`config.mk`:
```
export PLATFORM = sky130hd
export DESIGN_NAME = lcd_init_sequencer_flat
export DESIGN_NICKNAME = d
export VERILOG_FILES = /design/src/rtl/lcd_init_sequencer_if.sv /design/src/rtl/lcd_init_sequencer.sv /design/src/flat_wrapper.sv
export SDC_FILE = /design/constraint.sdc
export NUM_CORES = 1
export LEC_CHECK = 0
export CORE_UTILIZATION = 40
export DETAILED_ROUTE_END_ITERATION = 10
export PLACE_DENSITY = 0.6
export SETUP_SLACK_MARGIN = 0.1
export SYNTH_ARGS = -nofsm -noshare
export SYNTH_HDL_FRONTEND = slang
export SYNTH_SLANG_ARGS = --single-unit
```
`constraint.sdc`:
```
create_clock -name clk -period 3.9 [get_ports clk]
set_input_delay 1.17 -clock clk [delete_from_list [all_inputs] [get_ports clk]]
set_output_delay 1.17 -clock clk [all_outputs]
set_load 0.01 [all_outputs]
```
`src/rtl/lcd_init_sequencer_if.sv`:
```
// Bus between write_lcd_block, the init sequencer and the LCD pins.
// The slave side is the sequencer; the master side is the upstream block and the pin observer.
interface lcd_init_sequencer_if;
    logic       RW_in;
    logic       RS_in;
    logic       E_in;
    logic [7:0] data_in;
    logic       RW_lcd;
    logic       RS_lcd;
    logic       E_lcd;
    logic [7:0] data_lcd;
    logic       init_done;

    modport master (
        output RW_in, RS_in, E_in, data_in,
        input  RW_lcd, RS_lcd, E_lcd, data_lcd, init_done
    );

    modport slave (
        input  RW_in, RS_in, E_in, data_in,
        output RW_lcd, RS_lcd, E_lcd, data_lcd, init_done
    );
endinterface

```
`src/rtl/lcd_init_sequencer.sv`:
```
// HD44780 8-bit power-on init sequencer. It owns the LCD pins until the
// command table has been written, then passes write_lcd_block straight through.
//
// state    | meaning
// ---------+-------------------------------------------------------------
// PWR_WAIT | all pins low, power-on settle time
// SETUP    | command byte on data, E low, address setup
// PULSE    | E high, command byte held
// HOLD     | E low, command byte held
// WAIT     | command execution time for the current table entry
// DONE     | init_done high, pins follow the upstream bus
module lcd_init_sequencer #(
    parameter int unsigned T_PWR_CYC   = 750000,
    parameter int unsigned T_SU_CYC    = 2,
    parameter int unsigned T_EW_CYC    = 25,
    parameter int unsigned T_H_CYC     = 2,
    parameter int unsigned T_WAKE1_CYC = 205000,
    parameter int unsigned T_CMD_CYC   = 2500,
    parameter int unsigned T_CLR_CYC   = 100000,
    parameter logic [7:0]  FUNC_SET    = 8'h38,
    parameter logic [7:0]  ENTRY_MODE  = 8'h06,
    parameter logic [7:0]  DISP_CTRL   = 8'h0C
) (
    input logic                  clk,
    input logic                  reset_n,
    lcd_init_sequencer_if.slave  bus
);

    typedef enum logic [2:0] {
        PWR_WAIT,
        SETUP,
        PULSE,
        HOLD,
        WAIT,
        DONE
    } state_t;

    state_t      state;
    logic [19:0] cnt;
    logic [2:0]  idx;
    logic        e_reg;
    logic [7:0]  data_reg;
    logic        done_reg;

    function automatic logic [7:0] cmd_byte(input logic [2:0] i);
        case (i)
            3'd0, 3'd1, 3'd2: cmd_byte = 8'h30;
            3'd3:             cmd_byte = FUNC_SET;
            3'd4:             cmd_byte = 8'h08;
            3'd5:             cmd_byte = 8'h01;
            3'd6:             cmd_byte = ENTRY_MODE;
            default:          cmd_byte = DISP_CTRL;
        endcase
    endfunction

    // Terminal count (N-1) of the execution wait that follows table entry i.
    function automatic logic [19:0] wait_tc(input logic [2:0] i);
        case (i)
            3'd0:    wait_tc = 20'(T_WAKE1_CYC - 1);
            3'd5:    wait_tc = 20'(T_CLR_CYC - 1);
            default: wait_tc = 20'(T_CMD_CYC - 1);
        endcase
    endfunction

    always_ff @(posedge clk or negedge reset_n) begin
        if (!reset_n) begin
            state    <= PWR_WAIT;
            cnt      <= '0;
            idx      <= '0;
            e_reg    <= 1'b0;
            data_reg <= 8'h00;
            done_reg <= 1'b0;
        end else begin
            cnt <= cnt + 20'd1;
            case (state)
                PWR_WAIT: if (cnt == 20'(T_PWR_CYC - 1)) begin
                    state    <= SETUP;
                    cnt      <= '0;
                    data_reg <= cmd_byte(idx);
                end
                SETUP: if (cnt == 20'(T_SU_CYC - 1)) begin
                    state <= PULSE;
                    cnt   <= '0;
                    e_reg <= 1'b1;
                end
                PULSE: if (cnt == 20'(T_EW_CYC - 1)) begin
                    state <= HOLD;
                    cnt   <= '0;
                    e_reg <= 1'b0;
                end
                HOLD: if (cnt == 20'(T_H_CYC - 1)) begin
                    state <= WAIT;
                    cnt   <= '0;
                end
                WAIT: if (cnt == wait_tc(idx)) begin
                    cnt <= '0;
                    if (idx == 3'd7) begin
                        state    <= DONE;
                        done_reg <= 1'b1;
                    end else begin
                        state    <= SETUP;
                        idx      <= idx + 3'd1;
                        data_reg <= cmd_byte(idx + 3'd1);
                    end
                end
                DONE: cnt <= '0;
                default: begin
                    state <= PWR_WAIT;
                    cnt   <= '0;
                end
            endcase
        end
    end

    // The mux select is a registered state, so E_lcd cannot glitch before DONE.
    assign bus.RW_lcd    = (state == DONE) ? bus.RW_in   : 1'b0;
    assign bus.RS_lcd    = (state == DONE) ? bus.RS_in   : 1'b0;
    assign bus.E_lcd     = (state == DONE) ? bus.E_in    : e_reg;
    assign bus.data_lcd  = (state == DONE) ? bus.data_in : data_reg;
    assign bus.init_done = done_reg;

endmodule

```
`src/flat_wrapper.sv`:
```
// flat-port wrapper written by rule: the top's interface ports become plain ports
module lcd_init_sequencer_flat 
#(
    parameter int unsigned T_PWR_CYC   = 750000,
    parameter int unsigned T_SU_CYC    = 2,
    parameter int unsigned T_EW_CYC    = 25,
    parameter int unsigned T_H_CYC     = 2,
    parameter int unsigned T_WAKE1_CYC = 205000,
    parameter int unsigned T_CMD_CYC   = 2500,
    parameter int unsigned T_CLR_CYC   = 100000,
    parameter logic [7:0]  FUNC_SET    = 8'h38,
    parameter logic [7:0]  ENTRY_MODE  = 8'h06,
    parameter logic [7:0]  DISP_CTRL   = 8'h0C
)
  (clk, reset_n, bus_RW_in, bus_RS_in, bus_E_in, bus_data_in, bus_RW_lcd, bus_RS_lcd, bus_E_lcd, bus_data_lcd, bus_init_done);
  lcd_init_sequencer_if bus_i ();
  input logic clk;
  input logic reset_n;
  input wire logic [$bits(bus_i.RW_in)-1:0] bus_RW_in;
  input wire logic [$bits(bus_i.RS_in)-1:0] bus_RS_in;
  input wire logic [$bits(bus_i.E_in)-1:0] bus_E_in;
  input wire logic [$bits(bus_i.data_in)-1:0] bus_data_in;
  output wire logic [$bits(bus_i.RW_lcd)-1:0] bus_RW_lcd;
  output wire logic [$bits(bus_i.RS_lcd)-1:0] bus_RS_lcd;
  output wire logic [$bits(bus_i.E_lcd)-1:0] bus_E_lcd;
  output wire logic [$bits(bus_i.data_lcd)-1:0] bus_data_lcd;
  output wire logic [$bits(bus_i.init_done)-1:0] bus_init_done;
  assign bus_i.RW_in = bus_RW_in;
  assign bus_i.RS_in = bus_RS_in;
  assign bus_i.E_in = bus_E_in;
  assign bus_i.data_in = bus_data_in;
  assign bus_RW_lcd = bus_i.RW_lcd;
  assign bus_RS_lcd = bus_i.RS_lcd;
  assign bus_E_lcd = bus_i.E_lcd;
  assign bus_data_lcd = bus_i.data_lcd;
  assign bus_init_done = bus_i.init_done;
  lcd_init_sequencer #(.T_PWR_CYC(T_PWR_CYC), .T_SU_CYC(T_SU_CYC), .T_EW_CYC(T_EW_CYC), .T_H_CYC(T_H_CYC), .T_WAKE1_CYC(T_WAKE1_CYC), .T_CMD_CYC(T_CMD_CYC), .T_CLR_CYC(T_CLR_CYC), .FUNC_SET(FUNC_SET), .ENTRY_MODE(ENTRY_MODE), .DISP_CTRL(DISP_CTRL)) u_core (.clk(clk), .reset_n(reset_n), .bus(bus_i));
endmodule
```
After elaboration in Yosys (flattened, before gate mapping)
Cells that the tools add are included.
Word-level totals
  input port bits: 13
  bits in registers: 36
  logic and storage cells: 78
Operators by class
  multiplexer cells: 27
  reductions and logical operators: 13
  bitwise logic cells: 2
  $add $sub $neg: 2
  equal/unequal tests: 28
Operators with widths (number)
  2-to-1 mux 20 bit: 5
  one-hot mux 20 bit (4 select lines): 1
  one-hot mux 6 bit (5 select lines): 2
  one-hot mux 18 bit (2 select lines): 1
  2-to-1 mux 8 bit: 4
  == test 3 bit (second input constant): 9
  adder 20 x 1 -> 20 bit (second input constant): 1
  == test 20 x 1 -> 1 bit (second input constant): 1
  == test 20 bit: 1
  == test 20 bit (second input constant): 1
  == test 20 x 5 -> 1 bit (second input constant): 1
  == test 3 x 2 -> 1 bit (second input constant): 6
  2-to-1 mux 3 bit: 6
  one-hot mux 3 bit (6 select lines): 1
  one-hot mux 8 bit (2 select lines): 1
  inequality test 2 x 1 -> 1 bit (second input constant): 5
  == test 3 x 1 -> 1 bit (second input constant): 3
  logical NOT 3 bit: 3
  AND reduction 3 bit: 3
  AND reduction 6 bit: 1
  OR reduction 3 bit: 2
  2-to-1 mux 1 bit: 5
  AND reduction 4 bit: 1
  nonzero test 2 bit: 2
  other kinds (5): 6

Depth between registers and ports, before layout
Gate-level depths: netlist (run 1).
  word-level depth: 7
  gate-level depth with buffers: 10
  gate-level depth less buffers: 8

Worst setup path before layout (run 1)
No wires, ideal clock.
  kind: reg2out
  start: reg u_core.state[2]
  end: out bus_data_lcd[0]
  required time: 2.730 ns
  arrival time: 1.560 ns
  slack: 1.170 ns
  cell stages (with the launch flop): 6
  path through: dfrtp_1 > clkbuf_1 > nand2b_1 > nor2_1 > clkbuf_1 > mux2_2
Between the ends
  word-level cells in the longest chain between the ends: 2
Ends and longest elaborated chain
  start: declaration: line lcd_init_sequencer.sv:38  | state_t state;
  start signal: assignment: line lcd_init_sequencer.sv:67  | state <= PWR_WAIT;
  start signal: assignment: line lcd_init_sequencer.sv:77  | state <= SETUP;
  start signal: assignment: line lcd_init_sequencer.sv:82  | state <= PULSE;
  == test 3 bit: line lcd_init_sequencer.sv:119  | assign bus.data_lcd = (state == DONE) ? bus.data_in : data_reg;
  2-to-1 mux 8 bit: line lcd_init_sequencer.sv:119
  end: declaration: line flat_wrapper.sv:26  | output wire logic [$bits(bus_i.data_lcd)-1:0] bus_data_lcd;
Every way passes these cells.

Worst setup path after layout (run 1)
  start: in bus_data_in[0]
  end: out bus_data_lcd[0]
Between the ends
  word-level cells in the longest chain between the ends: 1
Ends and longest elaborated chain
  start: declaration: line flat_wrapper.sv:22  | input wire logic [$bits(bus_i.data_in)-1:0] bus_data_in;
  2-to-1 mux 8 bit: line lcd_init_sequencer.sv:119
Every way passes these cells.

==> results of run 1 <==
-- report_power, final --
part	leakage [nW]	internal, mW	switching, mW
Combinational	0.595	0.0110	0.00795
Clock	0.0450	0.124	0.124
Sequential	0.447	0.342	0
-- worst reg2reg max path, stage by stage (launching register included) --
cell and delay (ns):
dfrtp_1 0.40, inv_1 0.12, ha_1 0.34, mux2i_1 0.16
or3_1 0.32, o21ai_1 0.17, nand4b_4 0.20, a21oi_4 0.49
nor2_1 0.12
-- how the worst max path moves through the flow --
stage                          startpoint               to  depth (start not counted)
after floorplan           u_core.state[2]  bus_data_lcd[0]                          5
after global placement     bus_data_in[2]  bus_data_lcd[2]                          3
after detailed placement   bus_data_in[0]  bus_data_lcd[0]                          3
after CTS                  bus_data_in[2]  bus_data_lcd[2]                          3
after global routing       bus_data_in[1]  bus_data_lcd[1]                          3
final                      bus_data_in[0]  bus_data_lcd[0]                          3
-- cell usage in the layout (no fill, tap or decap), drive strengths merged, types with 2 or more instances in the layout --
cell and n:
o22ai 2, buf 2, a41o 2, clkinv 2, nand3 6, nor2b 6
nor4 5, xnor2 9, inv 7, dfrtp 33, xor2 11, mux2 11
nand4 9, clkbuf 6, o21ai 9, ha 10, and3 4, clkdlybuf4s50 24
nand2b 3, mux2i 2, nor3 5, nand4b 2, or3 6, nand2 23
and2 7, a21oi 8, nor2 34, a211oi 2
-- routing by layer --
layer	vias to the layer above	GRT usage, %	share of wire, %
met5	-	0	0
met4	0	4.62	0.91
met1	809	26.0	52
met3	4	3.69	3.3
met2	26	25.0	43
li1	884	-	-
-- cell families (layout without fill, tap and decap cells) --
family          Yosys count  after routing
compound gates           32             32
flops                    33             33
xor+xnor                 20             20
fa+ha+maj                10             10
mux                      13             13
simple gates            115            115
buf+inv                  20             41
-- final cells by class --
cell class | count | area share, %
Sequential cell | 33 | 32.0
Clock buffer | 6 | 2.81
Tap cell | 70 | 3.39
Clock inverter | 2 | 0.388
Multi-Input combinational cell | 190 | 50.5
Timing Repair Buffer | 26 | 9.88
Inverter | 7 | 1.02
-- through the flow --
stage	instance area [µm²]	setup slack [ns]	cells	power (mW)	utilization [%]
after global placement	2500	0.439	326	0.368	47.7
after detailed placement	2500	0.428	326	0.368	47.7
after floorplan	2240	1.17	243	0.349	-
after CTS	2580	0.429	334	0.619	49.3
after global routing	2580	0.392	334	0.634	49.3
final	2580	0.431	334	0.608	49.3
==> flow_metrics.py, run 1 <==
metrics = {
    "outcome": {
        "outcome": "completed",
    },
    "cells_and_area": {
        "drive_gt1_share_pct": 10.6,
        "layout.nets": 286,
        "multi_input_area_um2": 1310,
        "largest_register_ff_count": 20,
        "insertedDiodeCount": 0,
        "nFillCells": 490,
        "areaGrowthSynthToFinish_pct": 15.3,
        "sequential_cell_area_um2": 826,
    },
    "clock_tree": {
        "clkTransAtPathRegs_ns": 0.07,
        "postCtsResizedCells": 0,
        "clkSinkCount": 33,
        "clk_latency_ns": 0.28,
        "cts_setup_buffers": 0,
        "ctsRootBufferMaster": "clkbuf_8",
        "cts_inserted_buffers": 5,
        "cts_max_level": 2,
        "cts_tree": "yes",
        "clock_tree.buffer_depth": 2,
        "cts_hold_buf": 0,
    },
    "die": {
        "floorplan.die_area_um2": 5900,
        "initial_utilization_pct": 42.8,
        "die_w_um": 76.8,
        "core-area_um2": 5240,
        "io-pin-count": 25,
        "die_h_um": 76.8,
        "floorplan.rows": 26,
    },
    "synthesis": {
        "multiplexer_share_of_the_synthesized_area_pct": 6.42,
        "asyncSetResetFlopFracSynth_pct": 100,
        "yosys.area.top_type_share_pct": 36.9,
        "yosysWarnings": 0,
        "flops_latches_synth": 33,
        "ys_top_cells_by_area": "dfrtp_1 (37%), nor2_1 (5.7%), ha_1 (5.6%), mux2_2 (5.0%), xor2_1 (4.3%)",
        "synthXorXnorAreaFrac_pct": 7.82,
        "synth-adder-area-share_pct": 5.59,
        "dominantRegCellSynth": "dfrtp_1",
        "yosys.cell_count.top_type": "nor2_1",
        "syn-mean-instance-area_um2": 9.22,
        "synth.cell_area_um2": 2240,
        "synth_cell_types": 50,
        "post_synthesis_share_of_cell_area_spent_on_and_or_nand_and_nor_gates_pct": 27.6,
        "syn_nets": 266,
        "yosysSeqAreaShare_pct": 36.9,
        "synth_cells": 243,
        "compound_cell_area_share_of_the_yosys_netlist_pct": 10.8,
        "number_of_enable_flip_flop_cells_after_synthesis": 0,
        "largest_family_of_logic_cells_by_synthesized_area": "simple AND/OR/NAND/NOR gates",
        "synth_area_leader_cell": "dfrtp_1",
        "synth_commonest_cells": "nor2_1 (34), dfrtp_1 (33), nand2_1 (23), xor2_1 (11)",
    },
    "worst_setup_path": {
        "setup.worst_path.end_class": "output port",
        "crit_required_ns": 2.73,
        "crit_chain": "clkdlybuf4s50_1, mux2_2, clkdlybuf4s50_1",
        "critical_path.reg2reg.endpoint": "u_core.cnt[2]",
        "timing.critical_path.arrival_ns": 2.30,
        "setup.worst_path.class": "in2out",
        "number_of_buffer_and_inverter_stages_on_the_critical_path": 2,
        "critPathMaxFanout": 1,
        "start_kind": "primary input",
        "setup.reg_to_reg.worst_slack_ns": 1.45,
        "reg2regPathDepth": 8,
        "crit_slowest_cell": "clkdlybuf4s50_1",
        "slowest_delay_ns": 0.48,
        "critical-path-top-delay-family": "buffers and inverters",
        "critical-path-top-cell-by-count": "clkdlybuf4s50_1",
        "startpoint_of_the_worst_register_to_register_path": "u_core.idx[0]",
    },
    "timing": {
        "worst_pin_slew_ns": 0.521,
        "timing.final.setup_violations": 0,
        "post-route-min-period_ns": 3.47,
        "timing.clock.skew_ns": 0.00444,
        "hold_slack_ns": 0.492,
        "post-route-period-util_pct": 88.9,
        "drv_slew": 0,
        "rsz_0062_raised_after_global_routing": "false",
        "hold_viol_final": 0,
        "timing.fmax_mhz": 288,
        "fin_setup_tns_ns": 0,
        "max_slew_margin_vs_limit_pct": 65.2,
    },
    "placement": {
        "detailedPlacementHpwl_um": 3300,
        "port_buffers": 24,
        "routability_congestion_estimate": 0.804,
    },
    "global_route": {
        "grt_pass1_wl_um": 8200,
        "total_routing_resource_utilization_after_global_routing_pct": 17.4,
        "grt_antenna_before_repair": 0,
        "number_of_global_route_vias_before_repair": 1637,
        "overflow": 0,
        "largest_net_degree_at_the_start_of_global_routing": 34,
    },
    "drt": {
        "drtPass1Iterations": 4,
        "drc": 0,
        "number_of_antenna_violating_nets_in_the_routed_design": 0,
        "routed_wl_um": 4620,
        "first_iter_violations": 98,
        "drt-vias-per-instance": 5.16,
        "vias": 1723,
        "routed_wire_length_per_instance_um": 13.8,
    },
    "run": {
        "drv.max_cap_violation_count": 0,
    },
    "power": {
        "power-per-cell-area_nw_per_um2": 236,
        "ir_drop_v": 0.000128,
        "p_leak_nw": 1.09,
    },
    "hold_path": {
        "hold-path-cell-count": 1,
        "min-delay-path-class": "reg2reg",
        "hp-start": "u_core.bus.init_done",
        "min_delay_worst_endpoint": "u_core.bus.init_done",
    },
}
Note: power is estimated with default switching activity, not from simulation.
==> inputs of run 2 (changes only) <==
--- a/config.mk
+++ b/config.mk
@@ -8,7 +8,6 @@
 export CORE_UTILIZATION = 40
 export DETAILED_ROUTE_END_ITERATION = 10
 export PLACE_DENSITY = 0.6
-export SETUP_SLACK_MARGIN = 0.1
 export SYNTH_ARGS = -nofsm -noshare
 export SYNTH_HDL_FRONTEND = slang
 export SYNTH_SLANG_ARGS = --single-unit
==> results of run 2 <==
Final layout, timing and power as in run 1 (identical DEF).
==> edit 1, RTL diff (flow settings as in run 2) <==
Encoding of `state_t`: now one-hot (6 bits for 6 states).
--- a/src/rtl/lcd_init_sequencer.sv
+++ b/src/rtl/lcd_init_sequencer.sv
@@ -28,9 +28,9 @@
 
-    typedef enum logic [2:0] {
-        PWR_WAIT,
-        SETUP,
-        PULSE,
-        HOLD,
-        WAIT,
-        DONE
+    typedef enum logic [5:0] {
+        PWR_WAIT = 6'b000001,
+        SETUP    = 6'b000010,
+        PULSE    = 6'b000100,
+        HOLD     = 6'b001000,
+        WAIT     = 6'b010000,
+        DONE     = 6'b100000
     } state_t;
Function: no difference found for any inputs over 10 cycles, from zero or initial values and one cycle with reset_n low; not proved beyond that.
==> edit 1 against run 2 <==
Routed wire length grew 6.1%; setup slack lost 0.018 ns; count of clock-buffer cells in the layout grew 2; sequential cell count grew 3; final area grew 6.5%; clock skew grew 0.0036 ns; area after synthesis grew 7.5%; total power grew 9.7%; critical endpoint is now bus_data_lcd[7]; largest cell class unchanged; largest power group unchanged.
==> edit 1: results (changes against run 2) <==
** Finish
- Number of non-filler instances in the completed layout :: 373 (was 334)
- ClkCell Share :: 3.274% (was 3.198%)
- The layout filler cell count is 549 (was 490).
- Proportion of cell area occupied by registers :: 32.79% (was 31.98%)
- Proportion of layout cells with a drive suffix above 1 :: 6.645% (was 10.61%)
- Non-Clock Inverter Count :: 9 (was 7)
- # clk buffers :: 8 (was 6)

** Global routing
- Pin count of the biggest net entering global routing :: 37 (was 34)
- Overall fraction of global-route tracks in use :: 17.35% (was 17.38%)
- The first-pass GRT wire length was 8521 µm (was 8204 µm).
- Met1 track utilization from global routing :: 20.33% (was 25.99%)
- The met2 global-route usage is 30.09% (was 25.00%).

** Route
- The post-route met1 wirelength was 2240 µm (was 2424 µm).
- Total Wirelength :: 4902 µm (was 4619 µm)
- Routed wire length on met2 :: 2305 µm (was 2000 µm)
- Via Count :: 1944 (was 1723)
- First-iteration detailed-routing DRC count :: 104 (was 98)

** Placement
- The number of placed instances with taps included was 365 (was 326).
- Post-detail-place hpwl :: 3531 µm (was 3304 µm)
- Worst slack at placement :: 0.4696 ns (was 0.4276 ns)
- Routability congestion estimate from global placement :: 0.8458 (was 0.8037)
- The cell area after placement was 0.002661 mm² (was 0.002500 mm²).

** Setup path
- The gate family responsible for the most delay along the worst path was simple AND/OR/NAND/NOR gates (was buffers and inverters).
- The data arrival time of the worst path came to 2.32 ns (was 2.30 ns).
- Stage delay of the slowest cell on the critical path :: 0.52 ns (was 0.48 ns)
- Peak fanout along the critical path :: 12 (was 1)

** Logic synthesis
- Top cells by instance count after synthesis :: 46 x nand2_1, 42 x nor2_1, 35 x dfrtp_1 (was 34 x nor2_1, 33 x dfrtp_1, 23 x nand2_1)
- Number of distinct standard cells referenced by the synthesized netlist :: 48 (was 50)
- Seq cells post-synth :: 36 (was 33)
- Post-Synthesis Cells :: 281 (was 243)
- Sequential share of the synthesized area :: 37.45% (was 36.87%)
- The post-synthesis net count was 307 (was 266).

** Power and ir drop
- Total power divided by cell area :: 242.5 mW/mm² (was 235.5 mW/mm²)
- The switching share of total power was 20.98% (was 21.62%).
- The power share of the combinational group came to 2.7% (was 3.1%).
- Static Leak :: 0.001231 µW (was 0.001086 µW)
- Power dissipated in sequential cells :: 373 µW (was 342 µW)

** Run status
- Result of the run :: complete, no violations (unchanged)

** STA
- The final setup skew was 0.008061 ns (was 0.004440 ns).
edit 1: changes by cell type after synthesis, moves of 3 or more:
cell / delta
mux2_2: -7
and2_1: -3
nor2_1: +8
nand2_1: +23
nand4_1: -7
nand3_1: +5
ha_1: +3
a21oi_1: +3
o21ai_0: +3
o22ai_1: +3
nor3_1: +5
edit 1: path summary, 6_finish.rpt:
kind	start	end	slack, ns	depth (start not counted)
setup / recovery	u_core.state[3]	bus_data_lcd[7]	0.41	4
hold / removal	u_core.bus.init_done	u_core.bus.init_done	0.47	1
setup reg to reg	u_core.idx[1]	u_core.data_reg[1]	1.16	8
hold reg to reg	u_core.bus.init_done	u_core.bus.init_done	0.47	1
max in group asynchronous	reset_n	u_core.idx[0]	2.42	1
min in group asynchronous	reset_n	u_core.bus.init_done	0.97	1
edit 1: kinds of logic after synthesis:
family | synth area share (%)
xor gates and xnor gates | 7.636
AOI/OAI and AO/OA | 9.663
buffers and inverters | 4.416
and+or+nand+nor | 30.44
adders and majority gates | 6.753
muxes | 3.636
DFF | 37.45
==> edit 2, RTL diff (flow settings as in run 2) <==
Without the edit above. `T_WAKE1_CYC` is set to 205000 in 2 places; all go to 102500.
--- a/src/rtl/lcd_init_sequencer.sv
+++ b/src/rtl/lcd_init_sequencer.sv
@@ -16,3 +16,3 @@
     parameter int unsigned T_H_CYC     = 2,
-    parameter int unsigned T_WAKE1_CYC = 205000,
+    parameter int unsigned T_WAKE1_CYC = 102500,
     parameter int unsigned T_CMD_CYC   = 2500,
--- a/src/flat_wrapper.sv
+++ b/src/flat_wrapper.sv
@@ -7,3 +7,3 @@
     parameter int unsigned T_H_CYC     = 2,
-    parameter int unsigned T_WAKE1_CYC = 205000,
+    parameter int unsigned T_WAKE1_CYC = 102500,
     parameter int unsigned T_CMD_CYC   = 2500,
Check against the original RTL: no difference found for any inputs over 10 cycles, from zero or initial values and one cycle with reset_n low; that may be too few to reach the edited logic, so the function may still have changed.
==> edit 2 against run 2 <==
Setup slack gained 0.018 ns; critical endpoint is now bus_data_lcd[5]; critical path type unchanged; via count is 13% higher; first-iteration DRC count fell by 12%; routed wire length increased by 9.8%; sequential cell count is the same; count of clock-buffer cells in the layout down 1; area after synthesis up 3.2%; final area increased by 5.0%; total power is 10% higher; non-clock buffer count rose by 1.
==> edit 2: results (changes against run 2) <==
** Run status
- Result of the run: complete, no violations (unchanged).

** Power and ir drop
- Static Leak :: 0.001181 µW (was 0.001086 µW)
- Worst-case vdd ir drop :: 0.1623 mV (was 0.1278 mV)

** Logic synthesis
- Top cells by instance count after synthesis: 37 x nand2_1, 33 x dfrtp_1, 21 x a21oi_1 (was 34 x nor2_1, 33 x dfrtp_1, 23 x nand2_1).
- The unique cell type count in the Yosys netlist is 53 (was 50).
- Cell types occupying the most area after synthesis: dfrtp_1 36%, xnor2_1 6.1%, nand2_1 6.0% (was dfrtp_1 37%, nor2_1 5.7%, ha_1 5.6%).
- Sequential share of the synthesized area :: 35.73% (was 36.87%)
- The post-synthesis instance total is 264 (was 243).

** Route
- The detailed-route wire length is 5073 µm (was 4619 µm).
- The amount of wire on met3 after detailed routing was 175 µm (was 152 µm).
- M1 wire length :: 2543 µm (was 2424 µm)

** Global routing
- GR Layer Usage met2 :: 30.09% (was 25.00%)
- Vias in the first global route :: 1914 (was 1637)
- Layer with the highest usage :: met2 (was met1)
- The first-pass GRT wire length was 9121 µm (was 8204 µm).
- Overall fraction of global-route tracks in use :: 18.93% (was 17.38%)

** Finish
- Non-clk bufs :: 27 (was 26)
- The clock-cell share of area was 3.828% (was 3.198%).
- The count of clock buffers in the final design is 5 (was 6).
- The multi-input gate area in the final layout is 0.001385 mm² (was 0.001305 mm²).
- The number of multi-input logic gates is 206 (was 190).
- Area grow syn2layout :: 17.38% (was 15.31%)
- The fraction of area in registers is 30.44% (was 31.98%).
- Proportion of layout cells with a drive suffix above 1 :: 9.474% (was 10.61%)

** Setup path
- The count of cells along the worst register-to-register path was 7 (was 8).
- Worst-case register-to-register setup slack :: 1.21 ns (was 1.45 ns)
- The biggest cell delay along the critical path came to 0.52 ns (was 0.48 ns).
- Start of the worst register-to-register path :: u_core.idx[1] (was u_core.idx[0])
- The endpoint of the worst setup timing path is bus_data_lcd[5] (was bus_data_lcd[0]).

** Placement
- The final HPWL from detailed placement is 3632 µm (was 3304 µm).
- Placed Instance Area :: 0.002609 mm² (was 0.002500 mm²)

** STA
- The slew at the pin with the worst max-slew slack was 0.5894 ns (was 0.5211 ns).
- Crit share post-route :: 88.48% (was 88.94%)
- Worst hold-check slack :: 0.4803 ns (was 0.4923 ns)
==> edit 2: cell types whose count changed after synthesis, sizes merged, moves of 4 or more <==
cell	change
a21oi	+13
inv	+5
mux2	-4
nand2	+14
nand4	-5
nor2	-17
nor2b	-5
nor3	+6
o21ai	-6
or2	+4
xnor2	+7
xor2	-7
==> edit 2: power by group <==
group          total (µW)  internal (µW)  switching, µW
Combinational        19.2           11.1           8.10
Sequential            342            342              0
Clock                 308            186            123
Total                 669            539            131
==> edit 2: logic make-up after synthesis <==
family / count (synthesis) / share of synthesized area [%]
mux: 11 / 5.144
xor+xnor: 20 / 7.580
buf+inv: 25 / 4.332
flops: 33 / 35.73
compound gates: 50 / 15.43
fa+ha+maj: 11 / 5.956
simple gates: 114 / 25.83
